<file path="src/rtl/uart_rx_oversampled.sv">
// 8N1 UART receiver with a free-running 16x oversampling tick, mid-bit sampling,
// start-bit glitch rejection and stop-bit checking.
module uart_rx_oversampled #(
    parameter int CLK_FREQ   = 100_000_000,
    parameter int BAUD       = 9600,
    parameter int OVERSAMPLE = 16
) (
    input  logic       clk,
    input  logic       rst,
    input  logic       rx,
    output logic [7:0] rx_data,
    output logic       rx_done,
    output logic       rx_busy,
    output logic       frame_err
);

    localparam int DIV   = CLK_FREQ / (BAUD * OVERSAMPLE);
    localparam int DIV_W = (DIV > 1) ? $clog2(DIV) : 1;
    localparam logic [DIV_W-1:0] DIV_LAST = DIV_W'(DIV - 1);

    localparam logic [1:0] IDLE  = 2'd0;
    localparam logic [1:0] START = 2'd1;
    localparam logic [1:0] DATA  = 2'd2;
    localparam logic [1:0] STOP  = 2'd3;

    logic             sync1;
    logic             sync2;
    logic             sync3;
    logic             rx_s;
    logic             falling;

    logic [DIV_W-1:0] div_cnt;
    logic             tick;

    logic [1:0]       state;
    logic [3:0]       tick_cnt;
    logic [2:0]       bit_cnt;
    logic [7:0]       shift;

    // Synchronizer resets to 1 so that releasing reset never looks like a start edge.
    always_ff @(posedge clk or posedge rst) begin
        if (rst) begin
            sync1 <= 1'b1;
            sync2 <= 1'b1;
            sync3 <= 1'b1;
        end else begin
            sync1 <= rx;
            sync2 <= sync1;
            sync3 <= sync2;
        end
    end

    assign rx_s    = sync2;
    assign falling = sync3 & ~sync2;

    always_ff @(posedge clk or posedge rst) begin
        if (rst) begin
            div_cnt <= '0;
        end else if (div_cnt == DIV_LAST) begin
            div_cnt <= '0;
        end else begin
            div_cnt <= div_cnt + 1'b1;
        end
    end

    assign tick = (div_cnt == DIV_LAST);

    always_ff @(posedge clk or posedge rst) begin
        if (rst) begin
            state     <= IDLE;
            tick_cnt  <= '0;
            bit_cnt   <= '0;
            shift     <= '0;
            rx_data   <= '0;
            rx_done   <= 1'b0;
            frame_err <= 1'b0;
        end else begin
            rx_done   <= 1'b0;
            frame_err <= 1'b0;
            case (state)
                IDLE: begin
                    if (falling) begin
                        tick_cnt <= '0;
                        state    <= START;
                    end
                end
                START: begin
                    if (tick) begin
                        if (tick_cnt == 4'd7) begin
                            tick_cnt <= '0;
                            if (!rx_s) begin
                                bit_cnt <= '0;
                                state   <= DATA;
                            end else begin
                                state <= IDLE;
                            end
                        end else begin
                            tick_cnt <= tick_cnt + 1'b1;
                        end
                    end
                end
                DATA: begin
                    if (tick) begin
                        tick_cnt <= tick_cnt + 1'b1;
                        if (tick_cnt == 4'd15) begin
                            shift   <= {rx_s, shift[7:1]};
                            bit_cnt <= bit_cnt + 1'b1;
                            if (bit_cnt == 3'd7) begin
                                state <= STOP;
                            end
                        end
                    end
                end
                STOP: begin
                    if (tick) begin
                        tick_cnt <= tick_cnt + 1'b1;
                        if (tick_cnt == 4'd15) begin
                            if (rx_s) begin
                                rx_data <= shift;
                                rx_done <= 1'b1;
                            end else begin
                                frame_err <= 1'b1;
                            end
                            state <= IDLE;
                        end
                    end
                end
                default: state <= IDLE;
            endcase
        end
    end

    assign rx_busy = (state != IDLE);

endmodule

</file>
<file path="config.mk">
export PLATFORM = sky130hd
export DESIGN_NAME = uart_rx_oversampled
export DESIGN_NICKNAME = d
export VERILOG_FILES = /design/src/rtl/uart_rx_oversampled.sv
export SDC_FILE = /design/constraint.sdc
export NUM_CORES = 1
export LEC_CHECK = 0
export CAP_MARGIN = 20
export CORE_UTILIZATION = 35
export DETAILED_ROUTE_END_ITERATION = 6
export HOLD_SLACK_MARGIN = 0.08
export PLACE_DENSITY_LB_ADDON = 0.15
export SYNTH_ARGS = -nofsm -noshare
export SYNTH_HDL_FRONTEND = slang
export SYNTH_SLANG_ARGS = --single-unit
</file>
<file path="constraint.sdc">
create_clock -name clk -period 2.9 [get_ports clk]
set_input_delay 0.58 -clock clk [delete_from_list [all_inputs] [get_ports clk]]
set_output_delay 0.58 -clock clk [all_outputs]
set_load 0.05 [all_outputs]
</file>
=== Yosys cells after proc, flatten, opt, wreduce, memory -nomap -nowiden ===
Index checks and enable logic that the tools add are counted.

* Register bits: 40
* Logic and storage cells: 72
* ROM bits: 0
* Output and inout bits: 11
* Bits in latches: 0
* Memories: 0
* Memory bits (writable): 0
* Input bits: 3

* Shift operators: 0
* $add $sub $neg: 3
* Bitwise gates (word level): 2
* Muxes and demuxes: 30
* $mul: 0
* Order comparisons: 0
* Divide/modulo/power cells: 0
* Reduce and logical (&&, ||, !) cells: 9
* Equal/unequal tests: 17

{| class="wikitable"
|+ Operators by type and width
! operator !! count
|-
| two-way mux 2 bit || 9
|-
| inequality test 2 bit, second input constant || 9
|-
| two-way mux 4 bit || 4
|-
| two-way mux 3 bit || 5
|-
| one-hot mux 4 bit (3 select lines) || 1
|-
| adder 10 x 1 -> 10 bit, second input constant || 1
|-
| equality test 10 bit, second input constant || 1
|-
| two-way mux 10 bit || 1
|-
| two-way mux 1 bit || 8
|-
| one-hot mux 2 bit (4 select lines) || 1
|-
| AND reduction 8 bit || 1
|-
| one-hot mux 3 bit (2 select lines) || 1
|-
| AND reduction 3 bit || 2
|-
| AND reduction 6 bit || 1
|-
| adder 4 x 1 -> 4 bit, second input constant || 1
|-
| equality test 2 bit, second input constant || 2
|-
| equality test 4 x 3 -> 1 bit, second input constant || 1
|-
| equality test 4 bit, second input constant || 1
|-
| AND reduction 4 bit || 1
|-
| nonzero test 2 bit || 2
|-
| adder 3 x 1 -> 3 bit, second input constant || 1
|-
| equality test 3 bit, second input constant || 1
|-
| equality test 2 x 1 -> 1 bit, second input constant || 1
|-
| logical NOT 2 bit || 1
|-
| 4 further kinds || 4
|}

=== Depth between registers and ports, before layout ===
* Depth after elaboration: 5
* Mapped depth: 7

=== Worst setup path before layout ===
No wires, ideal clock.

* Kind: register to register
* From: register div_cnt[5]
* To: register shift[0]
* Period minus slack after synthesis: 2,294 ps
* Path buffers: 1
* Stages on the path, launching flop included: 6
* Arrival: 2,169 ps
* Path slack: 606 ps
* Cell sequence: dfrtp_1 > or4b_4 > or3_1 > buf_2 > nor3_4 > mux2_2

* Cells in the longest elaborated chain, start to end: 2

{| class="wikitable"
|+ RTL lines
! item !! RTL line !! RTL
|-
| start, declared || 32 || <nowiki>logic [DIV_W-1:0] div_cnt;</nowiki>
|-
| start signal, assigned || 62 || <nowiki>div_cnt <= div_cnt + 1'b1;</nowiki>
|-
| equality test 10 bit || 66 || <nowiki>assign tick = (div_cnt == DIV_LAST);</nowiki>
|-
| AND reduction 3 bit (no source line) || - ||
|-
| end signal, assigned || 106 || <nowiki>shift <= {rx_s, shift[7:1]};</nowiki>
|-
| end, declared || 38 || <nowiki>logic [7:0] shift;</nowiki>
|}

Every way passes these cells.
A chain may end at the register's enable or synchronous reset.

=== Final worst setup path ===
* From: register state[0]
* To: output port rx_busy

* Cells in the longest elaborated chain, start to end: 1

{| class="wikitable"
|+ RTL lines
! item !! RTL line !! RTL
|-
| start, declared || 35 || <nowiki>logic [1:0] state;</nowiki>
|-
| start signal, assigned || 70 || <nowiki>state <= IDLE;</nowiki>
|-
| start signal, assigned || 84 || <nowiki>state <= START;</nowiki>
|-
| start signal, assigned || 93 || <nowiki>state <= DATA;</nowiki>
|-
| nonzero test 2 bit || 133 || <nowiki>assign rx_busy = (state != IDLE);</nowiki>
|-
| end, declared || 13 || <nowiki>output logic rx_busy,</nowiki>
|}

Every way passes these cells.

==> flow_metrics.env <==
export IMPL_status="finished, final reports clean"
export IMPL_ys_flop_type="dfrtp_1"
export IMPL_start_kind="flop"
export IMPL_post_cts_buffers=0
export IMPL_cts_max_path_buffers=2
export IMPL_drive_above_1_share=0.226
export IMPL_path_cells="or2_2, clkdlybuf4s50_1"
export IMPL_diodes=0
export IMPL_via_count=1158
export IMPL_synth_edf_count=0
export IMPL_slew_viol_final=0
export IMPL_rows=25
export IMPL_drt_wl_total_mm=3.11
export IMPL_crit_family="buffers and inverters"
export IMPL_total_power_mw=1.07
export IMPL_finalNonFillerCells=235
export IMPL_die_area_um2=5450
export IMPL_cts_max_level=2
export IMPL_hp_class="flop to flop"
export IMPL_cp_num_buf_inv=1
export IMPL_crit_slowest_cell="clkdlybuf4s50_1"
export IMPL_grt_antenna_before_repair=0
export IMPL_clockRootBuffer="clkbuf_8"
export IMPL_place_congestion=0.702
export IMPL_crit_required_ns=2.32
export IMPL_post_place_cells=227
export IMPL_clock_latency_ns=0.29
export IMPL_viasPerCell=4.93
export IMPL_hpwl_mm=2.22
export IMPL_finalClockSkew_ns=0.00599
export IMPL_drc=0
export IMPL_syn_cell_area_um2=1800
export IMPL_slew_headroom=0.661
export IMPL_timing_final_crit_share=0.853
export IMPL_ys_warn_count=0
export IMPL_crit_fanout=12
export IMPL_yosys_area_top_type_share=0.513
export IMPL_hold_violations=0
export IMPL_portBuffers=13
export IMPL_path_class="flop to primary output"
export IMPL_rsz0062_at_grt="no"
export IMPL_core_region_area_um2=4850
export IMPL_cts_repair_resized=0
export IMPL_grt_remaining_overflow=0
export IMPL_syn_nets=155
export IMPL_setup_viol=0
export IMPL_arrival_ns=1.89
export IMPL_cts_inserted_buffers=5
export IMPL_yosysSeqAreaShare=0.557
export IMPL_worstMarginPinSlew_ns=0.507
export IMPL_total_leakage_power_nw=1.02
export IMPL_ios=14
export IMPL_postRouteAntennaNets=0
export IMPL_clkTransAtPathRegs_ns=0.08
export IMPL_fmax_ghz=0.404
export IMPL_synth_common_cells="37 x dfrtp_1, 17 x mux2_2, 9 x nand2_1, 9 x nor2_1, 7 x xnor2_1"
export IMPL_async_flop_share=1.00
export IMPL_postCtsHoldBufs=0
export IMPL_synth_most_common_cell="dfrtp_1"
export IMPL_first_pass_iters=4
export IMPL_synth_cell_types=35
export IMPL_ys_ff_latch=40
export IMPL_wl_per_cell_um=13.2
export IMPL_track_usage=0.132
export IMPL_grt_pass1_vias=1149
export IMPL_syn_to_final_growth_pct=19.6
export IMPL_synthCells=147
export IMPL_crit_path_max_incr_delay_ns=0.72
export IMPL_synthTopCellsByArea="dfrtp_1 51%, mux2_2 11%, dfstp_2 4.4%"
export IMPL_die_x_um=73.8
export IMPL_postSynthAreaPerCell_um2=12.3
export IMPL_clock_sinks=40
export IMPL_finish_utilization=0.445
export IMPL_nets=175
export IMPL_grt_pass1_wl_mm=5.31
export IMPL_initial_core_util=0.372
export IMPL_endpoint_kind="primary output"
export IMPL_tns_ns=0
export IMPL_yosysTopAreaCell="dfrtp_1"
export IMPL_ir_drop_mv=0.305
export IMPL_finalCriticalPeriod_ns=2.47
export IMPL_cts_tree="yes"
export IMPL_grt_max_degree=41
export IMPL_drv_cap=0
export IMPL_first_iter_violations=54
export IMPL_power_density_nw_per_um2=497
export IMPL_die_h_um=73.8
-- layout make-up --
class                   instances  area, um^2
fillers                       447        2690
flip-flops and latches         40        1000
multi-input cells              97         761
repair buffers                 17         160
clock buffers                   7        96.3
well taps                      67        83.8
clock inverters                 1        30.0
inverters                       6        22.5
-- registers in the layout, summed over array words and instances, names as in the netlist, named ones only --
| name | cells |
|---|---|
| div_cnt | 10 |
| rx_data | 8 |
| shift | 8 |
| tick_cnt | 4 |
| bit_cnt | 3 |
| frame_err | 1 |
| rx_done | 1 |
| rx_s | 1 |
| state | 1 |
| sync1 | 1 |
| sync3 | 1 |
-- cell families (layout without fill, tap and decap cells) --
kind of cell / after synthesis / after routing / share of synthesized area
buffers and inverters: 10 / 31 / 0.0215
and+or+nand+nor: 49 / 49 / 0.165
AOI/OAI and AO/OA: 11 / 11 / 0.0388
xor gates and xnor gates: 10 / 10 / 0.0485
adders and majority gates: 5 / 5 / 0.0347
DFF: 40 / 40 / 0.557
muxes: 22 / 22 / 0.135
-- path summary, 6_finish.rpt --
kind,from,to,slack [ns],cells past startpoint
max,state[0],rx_busy,0.43,2
min reg2reg,sync1,rx_s,0.36,0
min in group asynchronous,rst,rx_data[7],0.73,3
max in group asynchronous,rst,rx_s,1.81,3
max reg2reg,div_cnt[5],rx_data[3],0.43,4
min,sync1,rx_s,0.36,0
-- report_power, final --
group / internal [mW] / total, mW / leakage [nW] / switching [mW]
sequential: 0.561 / 0.563 / 0.529 / 0.00150
combinational: 0.00431 / 0.0174 / 0.427 / 0.0131
clock: 0.304 / 0.493 / 0.0645 / 0.189
total: 0.869 / 1.07 / 1.02 / 0.204
-- through the flow --
step | setup slack (ns) | instance area (um^2) | hold slack [ns]
final | 0.426 | 2160 | 0.361
after global routing | 0.345 | 2160 | 0.363
after CTS | 0.408 | 2160 | 0.362
after detailed placement | 0.414 | 2030 | 0.351
after global placement | 0.449 | 2030 | 0.349
after floorplan | 0.606 | 1800 | 0.345
-- layout by cell type, fill, tap and decap left out, drive strengths merged --
cell type	count
and3	3
and2	2
or2	1
a311oi	1
or3	1
nor3b	4
nor2b	2
buf	4
a22o	2
nor4	1
and4	1
dfstp	3
nand2	9
nor3	5
nand3	4
o21ai	2
or4b	1
nor4b	1
a21oi	3
ha	5
dfrtp	37
inv	6
mux2	18
a31oi	3
xor2	3
clkbuf	7
mux2i	4
nor2	9
nand2b	1
xnor2	7
nand4	3
clkdlybuf4s50	13
or3b	1
bufinv	1
-- routing by layer --
layer | wire (um) | vias up | track usage
met5 | 0 | - | 0
met4 | 60 | 0 | 0.0641
met3 | 105 | 6 | 0.0384
met2 | 1430 | 16 | 0.201
met1 | 1510 | 586 | 0.171
li1 | - | 550 | -
Note: power is estimated with default switching activity, not from simulation.
